**config.mk**
```make
export PLATFORM = sky130hd
export DESIGN_NAME = multicycle_control
export DESIGN_NICKNAME = d
export VERILOG_FILES = /design/src/rtl/multicycle_control.sv
export SDC_FILE = /design/constraint.sdc
export NUM_CORES = 1
export LEC_CHECK = 0
export ABC_AREA = 1
export BUFFER_PORTS_ARGS = -buffer_cell sky130_fd_sc_hd__buf_2
export CORE_MARGIN = 10
export CORE_UTILIZATION = 49
export DETAILED_ROUTE_END_ITERATION = 10
export PLACE_DENSITY = 0.91
export SLEW_MARGIN = 40
export SYNTH_ARGS = -nofsm -noshare
export SYNTH_HDL_FRONTEND = slang
export SYNTH_SLANG_ARGS = --single-unit
```
**constraint.sdc**
```tcl
create_clock -name clk -period 2.4 [get_ports clk]
set_input_delay 0.24 -clock clk [delete_from_list [all_inputs] [get_ports clk]]
set_output_delay 0.24 -clock clk [all_outputs]
set_load 0.02 [all_outputs]
```
**src/rtl/multicycle_control.sv**
```systemverilog
// Multi-cycle MIPS main control FSM with a memory ready handshake and access-size tracking.
// Define CTRL_EXC_EN to build the EXC state, the memory wait-timeout counter and the exception outputs.
module multicycle_control #(
    parameter int OPCODE_W     = 6,
    parameter int MEM_WAIT_MAX = 15,
    parameter int TMO_W        = 8
) (
    input  logic                clk,
    input  logic                rst_n,
    input  logic [OPCODE_W-1:0] opcode,
    input  logic                mem_ready,
    output logic                pc_write,
    output logic                pc_write_cond,
    output logic                iord,
    output logic                mem_read,
    output logic                mem_write,
    output logic [1:0]          mem_size,
    output logic                ir_write,
    output logic                reg_write,
    output logic                reg_dst,
    output logic                mem_to_reg,
    output logic                alu_src_a,
    output logic [1:0]          alu_src_b,
    output logic [1:0]          alu_op,
    output logic [1:0]          pc_source,
    output logic                instr_done,
    output logic                exc_valid,
    output logic [1:0]          exc_cause
);
    typedef enum logic [3:0] {
        FETCH, DECODE, MEMADR, MEMRD, MEMWB, MEMWR,
        REX, ALUWB, BRANCH, JUMP, IEX, EXC
    } state_t;

    state_t     state_reg, state_next;
    logic [1:0] size_reg, size_next;
    logic       from_rex_reg;
    logic       op_rtype, op_jump, op_beq, op_addi, op_mem;

    if (MEM_WAIT_MAX < 1 || MEM_WAIT_MAX > 255 || (2 ** TMO_W) <= MEM_WAIT_MAX) begin : g_bad_params
        $error("multicycle_control: MEM_WAIT_MAX must be 1..255 and below 2**TMO_W");
    end

    always_comb begin
        op_rtype = (opcode == OPCODE_W'(6'b000000));
        op_jump  = (opcode == OPCODE_W'(6'b000010));
        op_beq   = (opcode == OPCODE_W'(6'b000100));
        op_addi  = (opcode == OPCODE_W'(6'b001000));
        // loads 1000xx and stores 1010xx; the xx=10 encodings have no defined size
        op_mem   = ((opcode[OPCODE_W-1 -: 4] == 4'b1000) || (opcode[OPCODE_W-1 -: 4] == 4'b1010))
                   && (opcode[1:0] != 2'b10);
        case (opcode[1:0])
            2'b01:   size_next = 2'b11;
            2'b00:   size_next = 2'b01;
            default: size_next = 2'b00;
        endcase
    end

`ifdef CTRL_EXC_EN
    logic [TMO_W-1:0] tmo_reg;
    logic [1:0]       cause_reg;
    logic             in_mem_state;
    logic             timeout;

    assign in_mem_state = (state_reg == FETCH) || (state_reg == MEMRD) || (state_reg == MEMWR);
    // Fires in the cycle the count would reach MEM_WAIT_MAX; a ready in that same cycle still wins.
    assign timeout      = in_mem_state && !mem_ready && (tmo_reg == TMO_W'(MEM_WAIT_MAX - 1));

    always_ff @(posedge clk or negedge rst_n) begin
        if (!rst_n) begin
            tmo_reg   <= '0;
            cause_reg <= 2'b00;
        end else begin
            if (!in_mem_state || mem_ready) begin
                tmo_reg <= '0;
            end else if (tmo_reg != TMO_W'(MEM_WAIT_MAX)) begin
                tmo_reg <= tmo_reg + TMO_W'(1);
            end
            if (state_next == EXC) begin
                cause_reg <= (state_reg == DECODE) ? 2'b01 : 2'b10;
            end
        end
    end

    assign exc_valid = (state_reg == EXC);
    assign exc_cause = cause_reg;
`else
    assign exc_valid = 1'b0;
    assign exc_cause = 2'b00;
`endif

    always_ff @(posedge clk or negedge rst_n) begin
        if (!rst_n) begin
            state_reg    <= FETCH;
            size_reg     <= 2'b00;
            from_rex_reg <= 1'b0;
        end else begin
            state_reg    <= state_next;
            from_rex_reg <= (state_reg == REX);
            if (state_reg == DECODE) begin
                size_reg <= size_next;
            end
        end
    end

    always_comb begin
        state_next    = state_reg;
        pc_write      = 1'b0;
        pc_write_cond = 1'b0;
        iord          = 1'b0;
        mem_read      = 1'b0;
        mem_write     = 1'b0;
        mem_size      = size_reg;
        ir_write      = 1'b0;
        reg_write     = 1'b0;
        reg_dst       = 1'b0;
        mem_to_reg    = 1'b0;
        alu_src_a     = 1'b0;
        alu_src_b     = 2'b00;
        alu_op        = 2'b00;
        pc_source     = 2'b00;
        instr_done    = 1'b0;
        case (state_reg)
            FETCH: begin
                mem_read  = 1'b1;
                mem_size  = 2'b00;
                alu_src_b = 2'b01;
                ir_write  = mem_ready;
                pc_write  = mem_ready;
                if (mem_ready) begin
                    state_next = DECODE;
                end
`ifdef CTRL_EXC_EN
                else if (timeout) begin
                    state_next = EXC;
                end
`endif
            end
            DECODE: begin
                alu_src_b = 2'b11;
                if (op_rtype) begin
                    state_next = REX;
                end else if (op_jump) begin
                    state_next = JUMP;
                end else if (op_beq) begin
                    state_next = BRANCH;
                end else if (op_addi) begin
                    state_next = IEX;
                end else if (op_mem) begin
                    state_next = MEMADR;
                end else begin
`ifdef CTRL_EXC_EN
                    state_next = EXC;
`else
                    instr_done = 1'b1;
                    state_next = FETCH;
`endif
                end
            end
            MEMADR: begin
                alu_src_a  = 1'b1;
                alu_src_b  = 2'b10;
                state_next = (opcode[OPCODE_W-1 -: 3] == 3'b101) ? MEMWR : MEMRD;
            end
            MEMRD: begin
                iord     = 1'b1;
                mem_read = 1'b1;
                if (mem_ready) begin
                    state_next = MEMWB;
                end
`ifdef CTRL_EXC_EN
                else if (timeout) begin
                    state_next = EXC;
                end
`endif
            end
            MEMWB: begin
                reg_write  = 1'b1;
                mem_to_reg = 1'b1;
                instr_done = 1'b1;
                state_next = FETCH;
            end
            MEMWR: begin
                iord       = 1'b1;
                mem_write  = 1'b1;
                instr_done = mem_ready;
                if (mem_ready) begin
                    state_next = FETCH;
                end
`ifdef CTRL_EXC_EN
                else if (timeout) begin
                    state_next = EXC;
                end
`endif
            end
            REX: begin
                alu_src_a  = 1'b1;
                alu_op     = 2'b10;
                state_next = ALUWB;
            end
            ALUWB: begin
                reg_write  = 1'b1;
                reg_dst    = from_rex_reg;
                instr_done = 1'b1;
                state_next = FETCH;
            end
            IEX: begin
                alu_src_a  = 1'b1;
                alu_src_b  = 2'b10;
                state_next = ALUWB;
            end
            BRANCH: begin
                alu_src_a     = 1'b1;
                alu_op        = 2'b01;
                pc_write_cond = 1'b1;
                pc_source     = 2'b01;
                instr_done    = 1'b1;
                state_next    = FETCH;
            end
            JUMP: begin
                pc_write   = 1'b1;
                pc_source  = 2'b10;
                instr_done = 1'b1;
                state_next = FETCH;
            end
`ifdef CTRL_EXC_EN
            EXC: begin
                pc_write   = 1'b1;
                pc_source  = 2'b11;
                instr_done = 1'b1;
                state_next = FETCH;
            end
`endif
            default: state_next = FETCH;
        endcase
    end
endmodule

```
==> flow_metrics.py <==
metrics = {
    "floorplanning": {
        "die_y_um": 57.7,
        "die_w_um": 57.7,
        "core-area_um2": 1320,
        "die-area_um2": 3330,
        "ioPinCount": 31,
        "initial_utilization_pct": 52.8,
        "rows": 13,
    },
    "power": {
        "power.switching_uw": 573,
        "p_leak_nw": 0.559,
        "p_clk_share_pct": 11.0,
        "p_sw_share_pct": 56.1,
        "combPwrFrac_pct": 69.1,
        "power_frac_seq_pct": 19.9,
        "p_per_area_nw_per_um2": 1200,
        "intPower_uw": 449,
        "peakVddDrop_mv": 0.487,
    },
    "sta": {
        "finalHoldViolations": 0,
        "period_needed_ns": 1.79,
        "rsz0062_at_grt": "false",
        "setup_tns_ns": 0,
        "timing.hold.ws_ns": 0.256,
        "fin_ws_ns": 0.607,
        "fin_crit_sh_pct": 74.7,
        "report.final.slew_viol_count": 0,
        "finalSetupViolCount": 0,
        "max_freq_mhz": 558,
        "clock_skew_ns": 0.000498,
    },
    "drt": {
        "drtIter0Drc": 31,
        "totalWireLength_mm": 1.94,
        "num_vias": 827,
        "post-route-drc-count": 0,
        "ant_nets": 0,
        "drt-wirelength-per-cell_um": 12.0,
        "viasPerCell": 5.10,
        "detail_route.first_pass.iterations": 4,
    },
    "finish": {
        "largest_register_ff_count": 4,
        "layout-drive-gt1-share_pct": 25.9,
        "stdcell_count": 162,
        "area_growth_pct": 21.9,
        "diodes": 0,
        "post-route-util_pct": 64.4,
        "fill_cells": 120,
        "fin_nets": 157,
    },
    "cts": {
        "cts_hold_buffers": 1,
        "clk_latency_ns": 0.26,
        "cts_buffer_depth": 2,
        "cts_inserted_buffers": 3,
        "cts.repair.resized": 0,
        "cts_tree": "done",
        "root_buffer": "clkbuf_4",
        "clkTransAtPathRegs_ns": 0.05,
        "cts_post_setup_buffers_inserted": 0,
        "cts-htree-levels": 1,
        "cts.sinks": 7,
    },
    "logic_synthesis": {
        "syn_inst": 119,
        "yosysTopAreaCell": "dfrtp_1",
        "synth.most_common_cell": "nand2_1",
        "synth_top_family_by_area": "simple AND/OR/NAND/NOR gates",
        "synthMuxAreaShare_pct": 0,
        "ys_seq_area_share_pct": 25.2,
        "yosysTopAreaCellShare_pct": 25.2,
        "ys_top_cells_by_area": "dfrtp_1 25%, nand2_1 19%, nor2_1 11%",
        "ys.flop_type": "dfrtp_1",
        "synth_common_cells": "36 x nand2_1, 21 x nor2_1, 20 x inv_1",
        "synthSimpleGateAreaFrac_pct": 47.7,
        "async_flop_share_pct": 100,
        "yosysWarnings": 0,
        "synth_adder_area_share_pct": 0,
        "avgSynthCellArea_um2": 5.85,
        "ys_ff_latch": 7,
        "ys_types": 19,
        "synth_edf_count": 0,
        "syn-cell-area_um2": 696,
        "synth-compound-area-share_pct": 8.27,
        "synth_xor_area_share_pct": 0,
    },
    "global_routing": {
        "grt_pass1_vias": 778,
        "grt_pass1_wl_mm": 3.33,
        "antenna_found_initial": 0,
        "gr-total-overflow": 0,
        "grt_max_degree": 11,
        "grt_use_total_pct": 12.4,
    },
    "worst_setup_path": {
        "crit_chain": "inv_1, nand2_1, inv_1, nand2_1, inv_1, a21oi_1, nand2_1, buf_2",
        "start_kind": "flip-flop",
        "cpMaxStageDelayCell": "dfrtp_1",
        "cp_max_fo": 4,
        "critPathKind": "flip-flop to output pin",
        "arrival_ns": 1.55,
        "end_kind": "output pin",
        "cp.required_ns": 2.16,
        "cpPeakStageDelay_ns": 0.39,
    },
    "placed_design": {
        "dp_hpwl_mm": 1.59,
        "dp_slack_ns": 0.932,
        "dp.cells": 157,
        "port_buffers": 27,
        "finalWeightedCongestion": 0.844,
    },
    "run_status": {
        "status": "complete, no violations",
    },
    "run": {
        "max-cap-violations": 0,
    },
    "hold_path": {
        "hold_class": "input pin to flip-flop",
    },
}
-- metal layers --
layer  track usage [%]  vias up  part of all wire (%)
met2              21.3       36                    52
li1                  -      411                     -
met4              8.72        0                   2.2
met1              12.5      375                    37
met5                 0        -                     0
met3              3.49        5                   8.9
-- power by group through the flow --
stage               Clock, mW  Sequential (mW)  Combinational, mW
global placement            0            0.200              0.691
floorplan                   0            0.175              0.553
detailed placement          0            0.203              0.700
global route            0.118            0.210              0.782
CTS                     0.113            0.202              0.711
finish                  0.112            0.203              0.706
-- placed cells by master (no fill, tap or decap) --
cell,count
nand2_1,36
a21oi_1,3
nand4_1,1
nand3_1,10
o21ai_1,1
o22ai_2,1
conb_1,3
nand2_4,2
or2_4,1
o21ai_2,1
o22ai_1,1
nor2_1,21
clkbuf_1,1
buf_2,27
inv_1,20
o21ai_0,2
nor2_8,1
dfrtp_1,7
clkbuf_4,3
nor3_1,2
dlygate4sd3_1,1
inv_2,2
-- critical path, delay by kind of cell (launching register included) --
kind / cells / cell delay (ns)
AND/OR/NAND/NOR: 3 / 0.31
buffers and inverters: 4 / 0.43
flip-flops: 1 / 0.39
AO/OA/AOI/OAI: 1 / 0.15
-- metrics by stage --
stage,power [mW],cell area (µm²)
after CTS,1.03,848
after detailed placement,0.903,812
after global placement,0.890,812
final,1.02,848
after floorplan,0.728,703
after global routing,1.11,848
-- cell type report --
type	instances	area, µm²	area share [%]
Sequential cell	7	175	20.6
Timing Repair Buffer	28	145	17.1
Tap cell	15	18.8	2.21
Clock buffer	4	26.3	3.10
Inverter	22	82.6	9.73
Multi-Input combinational cell	86	400	47.2
-- cells by family (layout without fill, tap and decap cells) --
group           count (synthesis)  in the layout
compound gates                  9              9
flops                           7              7
other cells                     1              3
buf+inv                        28             54
simple gates                   74             74
-- worst paths after layout --
kind / slack (ns) / cells past startpoint / start / endpoint
setup / recovery: 0.61 / 8 / state_reg[3] / instr_done
hold / removal: 0.26 / 3 / opcode[0] / size_reg[1]
setup reg to reg: 1.07 / 6 / state_reg[3] / state_reg[0]
hold reg to reg: 0.55 / 2 / size_reg[1] / size_reg[1]
max in group asynchronous: 1.89 / 2 / rst_n / state_reg[1]
min in group asynchronous: 0.36 / 2 / rst_n / from_rex_reg
Power figures use the tool's default switching activity.
